[config.mk]
export PLATFORM = sky130hd
export DESIGN_NAME = register_stream_reader
export DESIGN_NICKNAME = d
export VERILOG_FILES = /design/src/rtl/register_stream_reader.sv
export SDC_FILE = /design/constraint.sdc
export NUM_CORES = 1
export LEC_CHECK = 0
export BUFFER_PORTS_ARGS = -buffer_cell sky130_fd_sc_hd__buf_4
export CAP_MARGIN = 20
export CORE_MARGIN = 2
export CORE_UTILIZATION = 40
export CTS_BUF_LIST = sky130_fd_sc_hd__clkbuf_16
export DETAILED_ROUTE_END_ITERATION = 10
export PLACE_DENSITY_LB_ADDON = 0.2
export SYNTH_ARGS = -nofsm -noshare
export SYNTH_HDL_FRONTEND = slang
export SYNTH_SLANG_ARGS = --single-unit
[constraint.sdc]
create_clock -name RegisterReader_CLOCK -period 2.3 [get_ports RegisterReader_CLOCK]
set_clock_uncertainty 0.15 [all_clocks]
set_input_delay 0.23 -clock RegisterReader_CLOCK [delete_from_list [all_inputs] [get_ports RegisterReader_CLOCK]]
set_output_delay 0.23 -clock RegisterReader_CLOCK [all_outputs]
set_load 0.02 [all_outputs]
[src/rtl/register_stream_reader.sv]
// register_stream_reader: walks a register array from a base address and streams the words out on valid/ready.
// Optional feature: define REGISTER_READER_PARITY_EN to add a registered even-parity output for each streamed word.
module register_stream_reader #(
    parameter int DATAWIDTH_BUS = 8,
    parameter int DEPTH         = 16,
    parameter int ADDRWIDTH     = 4
) (
    input  logic                     RegisterReader_CLOCK,
    input  logic                     RegisterReader_Reset_InLow,
    input  logic                     RegisterReader_Start_InHigh,
    input  logic [ADDRWIDTH-1:0]     RegisterReader_BaseAddr,
    input  logic [ADDRWIDTH:0]       RegisterReader_Length,
    output logic [ADDRWIDTH-1:0]     RegisterReader_Addr,
    input  logic [DATAWIDTH_BUS-1:0] RegisterReader_RdDataBUS,
    output logic [DATAWIDTH_BUS-1:0] RegisterReader_DataOutBUS,
    output logic                     RegisterReader_Valid,
    input  logic                     RegisterReader_Ready,
    output logic                     RegisterReader_Busy,
`ifdef REGISTER_READER_PARITY_EN
    output logic                     RegisterReader_Parity,
    output logic                     RegisterReader_Done
`else
    output logic                     RegisterReader_Done
`endif
);
    typedef enum logic {IDLE, STREAM} state_t;

    localparam logic [ADDRWIDTH:0]   DEPTH_W = (ADDRWIDTH + 1)'(DEPTH);
    localparam logic [ADDRWIDTH-1:0] LAST    = ADDRWIDTH'(DEPTH - 1);

    state_t               state;
    logic [ADDRWIDTH:0]   remaining;
    logic                 cap;

    // A new word may be captured whenever words remain and the output slot is free or being drained.
    assign cap = (state == STREAM) && (remaining != '0) && (!RegisterReader_Valid || RegisterReader_Ready);

    // Control FSM: accept a request in IDLE, stream words in STREAM, pulse Done on completion.
    always_ff @(posedge RegisterReader_CLOCK) begin
        if (!RegisterReader_Reset_InLow) begin
            state                     <= IDLE;
            remaining                 <= '0;
            RegisterReader_Addr       <= '0;
            RegisterReader_DataOutBUS <= '0;
            RegisterReader_Valid      <= 1'b0;
            RegisterReader_Busy       <= 1'b0;
            RegisterReader_Done       <= 1'b0;
        end else begin
            RegisterReader_Done <= 1'b0;
            if (state == IDLE) begin
                if (RegisterReader_Start_InHigh) begin
                    if (RegisterReader_Length == '0) begin
                        RegisterReader_Done <= 1'b1;
                    end else begin
                        RegisterReader_Addr <= RegisterReader_BaseAddr;
                        remaining           <= (RegisterReader_Length > DEPTH_W) ? DEPTH_W : RegisterReader_Length;
                        state               <= STREAM;
                        RegisterReader_Busy <= 1'b1;
                    end
                end
            end else if (cap) begin
                RegisterReader_DataOutBUS <= RegisterReader_RdDataBUS;
                RegisterReader_Valid      <= 1'b1;
                remaining                 <= remaining - 1'b1;
                RegisterReader_Addr       <= (RegisterReader_Addr == LAST) ? '0 : RegisterReader_Addr + 1'b1;
            end else if (!RegisterReader_Valid || RegisterReader_Ready) begin
                // No capture with a free slot means nothing remains: the last word has just left.
                RegisterReader_Valid <= 1'b0;
                RegisterReader_Busy  <= 1'b0;
                RegisterReader_Done  <= 1'b1;
                state                <= IDLE;
            end
        end
    end

`ifdef REGISTER_READER_PARITY_EN
    // Parity is captured alongside the data word so it holds exactly as DataOutBUS does.
    always_ff @(posedge RegisterReader_CLOCK) begin
        if (!RegisterReader_Reset_InLow) begin
            RegisterReader_Parity <= 1'b0;
        end else if (cap) begin
            RegisterReader_Parity <= ^RegisterReader_RdDataBUS;
        end
    end
`endif

endmodule

==> run metrics, run 1 <==
setup tns final=0 ps; I/O Buffers=35; Max-slew headroom=0.698; Total Routing Usage GR=0.161; drc violations=0; H-tree depth=1; Synth top area share=0.392; CP cell instances=inv_1 > ha_1 > or4b_4 > nand3_1 > and2_1 > o21ai_0; final setup fails=0; EDFF count, synth=0; fin. max-slew vios=0; peak fanout along the critical path=9; Min-Delay Path Class=in2reg; hold buffer count at cts=0; die width=55.8 um; Adder-Cell Fraction of Synth Area=0.0233; Synth Area in Compound Gates=0.213; Yosys cell types=39; critical path's largest stage delay=between 500 and 600 ps; Most used DFF post-synth=dfxtp_1; Reg clk slew, reported paths=about 60 ps; Final period util=0.922; Leak=around 0.61 nW; register area share after synthesis=0.392; Initial DRC Count=23; DR WL/cell=around 13 um; critical path's slowest cell=or4b_4; CTS tree=done; simple-gate portion of the synthesized area=0.279; vias=1,021; most common cell in the netlist=nand2_1; Placed Cells=~190; CP Data Arrival Time=~2100 ps; cts bufs inserted=3; fin cells=approximately 190; post-synthesis cell count=around 130; ANT nets after route=0; Core Area=0.00250 mm2; Syn Nets=approximately 150; CP required=approximately 2300 ps; vias per inst=~5.3; share of cells above drive strength 1=0.304; multiplexer share of the synthesized area=0.0210; number of antenna violations at the first check in global routing=0; crit end category=flop; Die ar.=0.00311 mm2; upper clock frequency limit=472 MHz; DIE HEIGHT=around 56 um; Post-CTS Setup Inserts=0; IO Count=36; Max-Cap Viols=0; XOR/XNOR Fraction of Synth Area=0.00816; Mapped Area=about 0.0011 mm2; gr ovfl total=0; Placer Congestion=a little under 0.8; Initial Util=0.429; Least-Margin Pin Slew=between 400 and 500 ps; clock latency at the later pin of the worst-skew pair=approximately 250 ps; post-detail-place hpwl=~1800 um; vias in the first global route=roughly 960; crit start category=flop; largest net degree at the start of global routing=28; Post-synth ARST share=0; # diodes=0; crit path kind=reg2reg; Final nets=roughly 190; synth cell count leaders=nand2_1, dfxtp_1, a21boi_0; global-route wire length before repair=a little over 4000 um; clk buf depth=2; Final Hold Viols=0; Pre-antenna DRT Iters=4; Num Clock Sinks=21; Max IR drop VDD=0.375 mV; top post-synthesis cells by area=dfxtp_1, nand2_1, a21boi_0; yosys warns=0; leading area contributor after synthesis=dfxtp_1; min Tclk post-route=approximately 2100 ps; cell row count=18; power density over the cells=743 mW/mm2; WL final=~2400 um; main combinational cell family by area after synthesis=simple AND/OR/NAND/NOR gates; status=finished clean; RSZ-0062 raised after global routing=no; Synth Register Bits=21; Syn-to-layout area delta=33.2%; post_cts resized=0; Root Buffer=clkbuf_16; Avg Synthesized Cell Area=8.32 um2
==> logic make-up (layout without fill, tap and decap cells) <==
family | count (synthesis) | count (layout)
buf+inv | 16 | 48
simple gates | 55 | 55
mux | 2 | 2
flops | 21 | 21
compound gates | 32 | 32
fa+ha+maj | 2 | 2
xor+xnor | 1 | 1
==> sequential cells by signal, summed over array words and instances, names as in the netlist <==
signal	cells
RegisterReader_DataOutBUS	8
RegisterReader_Valid	1
state	1
remaining	5
RegisterReader_Addr	4
RegisterReader_Done	1
RegisterReader_Busy	1
==> layout by cell type, fill, tap and decap left out, types with 2 or more instances in the layout <==
| cell type | netlist | layout |
|---|---|---|
| nor2b_1 | 2 | 2 |
| nor3_1 | 2 | 2 |
| nand2_1 | 27 | 27 |
| mux2_2 | 2 | 2 |
| o21ai_0 | 8 | 8 |
| nor3b_1 | 3 | 3 |
| inv_1 | 6 | 6 |
| and3_1 | 2 | 2 |
| nand4_1 | 7 | 7 |
| ha_1 | 2 | 2 |
| nor2_1 | 2 | 2 |
| nand4b_1 | 2 | 2 |
| clkbuf_16 | 0 | 3 |
| buf_4 | 0 | 38 |
| a21boi_0 | 11 | 11 |
| dfxtp_1 | 21 | 21 |
==> critical path, delay by kind of cell, from the launching register on <==
family | cells | cell delay (ps)
buf+inv | 1 | 80
compound gates | 1 | 120
simple gates | 3 | 1120
flops | 1 | 320
fa+ha+maj | 1 | 210
==> report_power, final <==
group          leakage, nW  switching [W]  internal (W)
Clock               0.0409       0.000125      0.000233
Combinational        0.394       0.000139      0.000130
Sequential           0.172      0.0000356      0.000401
==> final timing paths <==
kind              cells past startpoint                      endpoint                    startpoint  slack (ps)
hold / removal                        3  RegisterReader_DataOutBUS[2]   RegisterReader_RdDataBUS[2]          90
hold reg to reg                       2  RegisterReader_DataOutBUS[2]  RegisterReader_DataOutBUS[2]         320
setup / recovery                      6        RegisterReader_Addr[1]                  remaining[0]         180
setup reg to reg                      6        RegisterReader_Addr[1]                  remaining[0]         180
==> through the flow <==
step                instance area [um2]  hold slack (ps)  total power, W   util  setup slack (ps)
floorplan                          1070              225        0.000615      -               293
global placement                   1350              302        0.000708  0.540               276
detailed placement                 1350              309        0.000713  0.540               183
CTS                                1430             87.8         0.00107  0.572               175
global route                       1430              104         0.00113  0.572              30.2
finish                             1430             91.4         0.00106  0.572               180
==> cell type report <==
class                      instances  area (um2)
clock buffer                       3        75.1
clock inverter                     1        5.00
fill                             243        1070
inverter                           6        22.5
multi-input combinational         92         584
sequential                        21         420
tap                               30        37.5
timing repair buffer              38         285
==> metal layers <==
metal	vias up	track usage	part of all wire
li1	522	-	-
met1	473	0.208	0.45
met2	24	0.269	0.49
met3	2	0.0302	0.055
met4	0	0.0523	0.0071
met5	-	0	0
Power figures use the tool's default switching activity.
==> run 2, diff against run 1 <==
--- a/config.mk
+++ b/config.mk
@@ -7,8 +7,7 @@
 export LEC_CHECK = 0
 export BUFFER_PORTS_ARGS = -buffer_cell sky130_fd_sc_hd__buf_4
 export CAP_MARGIN = 20
-export CORE_MARGIN = 2
-export CORE_UTILIZATION = 40
+export CORE_UTILIZATION = 49
 export CTS_BUF_LIST = sky130_fd_sc_hd__clkbuf_16
 export DETAILED_ROUTE_END_ITERATION = 10
 export PLACE_DENSITY_LB_ADDON = 0.2
==> run 2 against run 1 <==
Fmax is 4.4% higher. Worst hold slack worse by 9.9 ps. Cell count is 0.52% lower. Clock power is 5% higher. Non-clock buffer count is 2 higher. Critical path depth is 1 higher. Count of clock-buffer cells in the layout stayed put. First-iteration DRC count is 4.3% lower. Combinational power is 6% higher. Global-route usage is 7.8 points higher.
==> run metrics, run 2 (synthesis gave the netlist of run 1 again) <==
upper clock frequency limit=a little under 500 MHz; critical path's slowest cell=or4b_4; Initial Util=0.536; Seq. cell area=roughly 420 um2; Final nets=187; WP buf/inv=2; vias per inst=between 5 and 6; post_cts resized=0; Largest regs=RegisterReader_DataOutBUS (8), remaining (5), RegisterReader_Addr (4); global-route wire length before repair=around 4400 um; Total Routing Usage GR=0.238; Critical Path Start=remaining[0]; gr ovfl total=0; Placer Congestion=about 0.84; Worst Setup EP=remaining[3]; RR Endpoint=remaining[3]; cell row count=16; multi-input logic area=584 um2; WL final=around 2500 um; CP required=2300 ps; Placed Cells=186; Post-CTS Setup Inserts=0; worst reg-to-reg setup slack=roughly 270 ps; Top delay family on crit path=simple AND/OR/NAND/NOR gates; Max-slew headroom=0.739; final core utilization=0.721; WP depth=7; vias=~1,100; max FFs per register=8; largest net degree at the start of global routing=28; DIE HEIGHT=between 40 and 50 um; register name with the most flops=RegisterReader_DataOutBUS; Root Buffer=clkbuf_16; DR WL/cell=13.2 um; Die ar.=around 0.0024 mm2; crit end category=flop; ANT nets after route=0; vias in the first global route=roughly 1,000; drc violations=0; power density over the cells=756 mW/mm2; worst r2r path cells=7; final setup fails=0; Tot Pwr=around 0.0011 W; hold buffer count at cts=0; most common cell after layout, fill and taps aside=buf_4; setup tns final=0 ps; Num Clock Sinks=21; Final Hold Viols=0; Core Area=about 0.002 mm2; crit path kind=reg2reg; I/O Buffers=35; Leak=0.612 nW; CTS tree=done; # diodes=0; Least-Margin Pin Slew=slightly below 400 ps; crit start category=flop; Pre-antenna DRT Iters=5; IO Count=36; RSZ-0062 raised after global routing=no; Syn-to-layout area delta=34.5%; die width=48.8 um; Fillers=162; Initial DRC Count=22; CP cell instances=inv_1 > ha_1 > or4b_4 > nand3_1 > buf_4 > nand2_1 > o211a_1; commonest cells after routing, fill and taps aside=buf_4, nand2_1, dfxtp_1, a21boi_0, o21ai_0; RR Startpoint=remaining[0]; Min-Delay Path Class=in2reg; fin cells=190; H-tree depth=1; fin. max-slew vios=0; number of antenna violations at the first check in global routing=0; min Tclk post-route=around 2000 ps; CP Data Arrival Time=about 2000 ps; clk buf depth=2; share of cells above drive strength 1=0.313; critical path's largest stage delay=around 500 ps; peak fanout along the critical path=7; Max-Cap Viols=0; clock latency at the later pin of the worst-skew pair=roughly 260 ps; Reg clk slew, reported paths=60 ps; hold_ws=approximately 81 ps; cts bufs inserted=3; Final period util=0.883; Max IR drop VDD=approximately 0.53 mV; status=finished clean; post-detail-place hpwl=around 1900 um
## run 2: cell count changes in the layout (fill, tap and decap cells not counted)
cell and delta:
clkinv_2 -1, buf_4 +2, clkinvlp_4 +1
## run 2: stage by stage
step | setup WS [ps] | area (um2)
2_1_floorplan | 293 | 1070
3_3_place_gp | 379 | 1360
3_5_place_dp | 306 | 1360
4_1_cts | 301 | 1440
5_1_grt | 160 | 1440
6_report | 270 | 1440
## run 2: how the worst min path moves through the flow
stage	start	end	slack, ps	cells past startpoint
3_3_place_gp	RegisterReader_DataOutBUS[7]	RegisterReader_DataOutBUS[7]	300	2
2_1_floorplan	RegisterReader_RdDataBUS[0]	RegisterReader_DataOutBUS[0]	220	2
5_1_grt	RegisterReader_RdDataBUS[2]	RegisterReader_DataOutBUS[2]	100	3
3_5_place_dp	RegisterReader_DataOutBUS[6]	RegisterReader_DataOutBUS[6]	310	2
4_1_cts	RegisterReader_RdDataBUS[6]	RegisterReader_DataOutBUS[6]	80	3
6_report	RegisterReader_RdDataBUS[6]	RegisterReader_DataOutBUS[6]	80	3
## run 2: worst reg2reg max path, cell delays in order (launching register included)
cell and delay [ps]:
dfxtp_1 320, inv_1 80, ha_1 190, or4b_4 500, nand3_1 200, buf_4 190
nand2_1 70, o211a_1 220
## run 2: area by class of cell
cell class / instances / share of cell area
clock buffers: 3 / 0.0520
flip-flops and latches: 21 / 0.291
well taps: 27 / 0.0234
repair buffers: 40 / 0.208
inverters: 6 / 0.0156
multi-input cells: 92 / 0.405
clock inverters: 1 / 0.00520
## run 2: where the power goes
part / switching [W] / leakage [nW] / internal (W)
logic: 0.000149 / 0.403 / 0.000135
clock network: 0.000141 / 0.0371 / 0.000235
registers: 0.0000307 / 0.172 / 0.000401
## run 2: metal layers
metal	GRT usage	routed length, um	vias to the layer above
li1	-	-	529
met1	0.288	1060	487
met2	0.417	1280	36
met3	0.0467	144	3
met4	0.0882	29	0
met5	0	0	-
==> run 3, diff against run 2 <==
--- a/config.mk
+++ b/config.mk
@@ -7,7 +7,7 @@
 export LEC_CHECK = 0
 export BUFFER_PORTS_ARGS = -buffer_cell sky130_fd_sc_hd__buf_4
 export CAP_MARGIN = 20
-export CORE_UTILIZATION = 49
+export CORE_UTILIZATION = 30
 export CTS_BUF_LIST = sky130_fd_sc_hd__clkbuf_16
 export DETAILED_ROUTE_END_ITERATION = 10
 export PLACE_DENSITY_LB_ADDON = 0.2
==> run 3 against run 2 <==
Critical endpoint is now RegisterReader_Addr[2]. Highest routed layer unchanged. Worst hold slack got worse by 3.7 ps. Design area is 1.1% higher. Power shrank 0.62%. Largest cell class unchanged. Clock power about the same. Flip-flop and latch count unchanged.
==> run metrics, run 3 (synthesis gave the netlist of run 1 again) <==
Initial Util=0.317; Min-Delay Path Class=in2reg; CP Data Arrival Time=2110 ps; # diodes=0; register name with the most flops=RegisterReader_DataOutBUS; crit start category=flop; clk buf depth=2; H-tree depth=1; Reg clk slew, reported paths=approximately 60 ps; max FFs per register=8; Max IR drop VDD=0.247 mV; commonest cells after routing, fill and taps aside=buf_4, nand2_1, dfxtp_1, a21boi_0, o21ai_0; status=finished clean; hold buffer count at cts=0; DR WL/cell=~13 um; Die ar.=approximately 0.0038 mm2; Pre-antenna DRT Iters=4; cts bufs inserted=3; I/O Buffers=35; Core Area=~0.0034 mm2; power density over the cells=743 mW/mm2; CP required=2280 ps; Placer Congestion=just under 0.8; fin worst setup slack=between 150 and 200 ps; peak fanout along the critical path=8; RR Startpoint=remaining[0]; share of cells above drive strength 1=0.309; most common cell after layout, fill and taps aside=buf_4; pre-CTS setup slack=193 ps; upper clock frequency limit=470 MHz; ANT nets after route=0; Initial DRC Count=35; Critical Path Start=remaining[0]; Largest regs=RegisterReader_DataOutBUS (8), remaining (5), RegisterReader_Addr (4); post-detail-place hpwl=a little under 2000 um; clock latency at the later pin of the worst-skew pair=approximately 260 ps; critical path's largest stage delay=510 ps; hold_ws=77.8 ps; CP cell instances=inv_1 > ha_1 > or4b_4 > nand3_1 > and2_1 > o21ai_0; Least-Margin Pin Slew=approximately 500 ps; crit end category=flop; WL final=between 2000 and 3000 um; Hold Crit Start=RegisterReader_RdDataBUS[4]; Root Buffer=clkbuf_16; Final period util=0.924; Max-slew headroom=0.666; Num Clock Sinks=21; die width=61.8 um; vias in the first global route=between 900 and 1,000; Final nets=approximately 190; cell row count=21; Leak=about 0.61 nW; final core utilization=0.431; vias=a little over 1,000; post_cts resized=0; critical path's slowest cell=or4b_4; Post-CTS Setup Inserts=0; Final Hold Viols=0; vias per inst=between 4 and 5; Max-Cap Viols=0; final setup fails=0; RSZ-0062 raised after global routing=no; gr ovfl total=0; fin. max-slew vios=0; CTS tree=done; Syn-to-layout area delta=36.0%; min Tclk post-route=between 2000 and 2500 ps; Total Routing Usage GR=0.154; largest net degree at the start of global routing=28; Fillers=between 300 and 400; IO Count=36; setup tns final=0 ps; number of antenna violations at the first check in global routing=0; DIE HEIGHT=61.8 um; drc violations=0; crit path kind=reg2reg; global-route wire length before repair=roughly 4200 um
[run 3: path summary, 6_finish.rpt]
check | to | slack [ps] | cells past startpoint
setup / recovery | RegisterReader_Addr[2] | 170 | 6
hold / removal | RegisterReader_DataOutBUS[4] | 80 | 3
setup reg to reg | RegisterReader_Addr[2] | 170 | 6
hold reg to reg | RegisterReader_DataOutBUS[2] | 320 | 2
[run 3: cell type report]
cell class | count | area, um2 | area share
inverters | 6 | 22.5 | 0.0154
flip-flops and latches | 21 | 420 | 0.288
clock buffers | 3 | 75.1 | 0.0514
well taps | 46 | 57.6 | 0.0394
multi-input cells | 92 | 584 | 0.400
clock inverters | 1 | 7.51 | 0.00514
repair buffers | 39 | 293 | 0.201
[run 3: critical path: cells and delay by family, from the launching register on]
kind	cells	cell delay, ps
flops	1	330
fa+ha+maj	1	200
compound gates	1	130
buf+inv	1	80
simple gates	3	1110
[run 3: stage by stage]
step           power, W  area (um2)  std cells
6_report        0.00109        1460        208
5_1_grt         0.00115        1460        208
4_1_cts         0.00110        1460        208
3_5_place_dp   0.000720        1380        204
3_3_place_gp   0.000716        1380        204
2_1_floorplan  0.000615        1070        129
[run 3: layer usage]
metal | global-route usage | wire (um) | vias up
met4 | 0.0762 | 14 | 0
met2 | 0.250 | 1300 | 22
li1 | - | - | 524
met5 | 0 | 0 | -
met3 | 0.0311 | 63 | 2
met1 | 0.195 | 1300 | 486
[run 3: power by group]
part,switching [W],internal [W]
registers,0.0000388,0.000401
logic,0.000140,0.000133
clock network,0.000138,0.000235
total,0.000317,0.000769
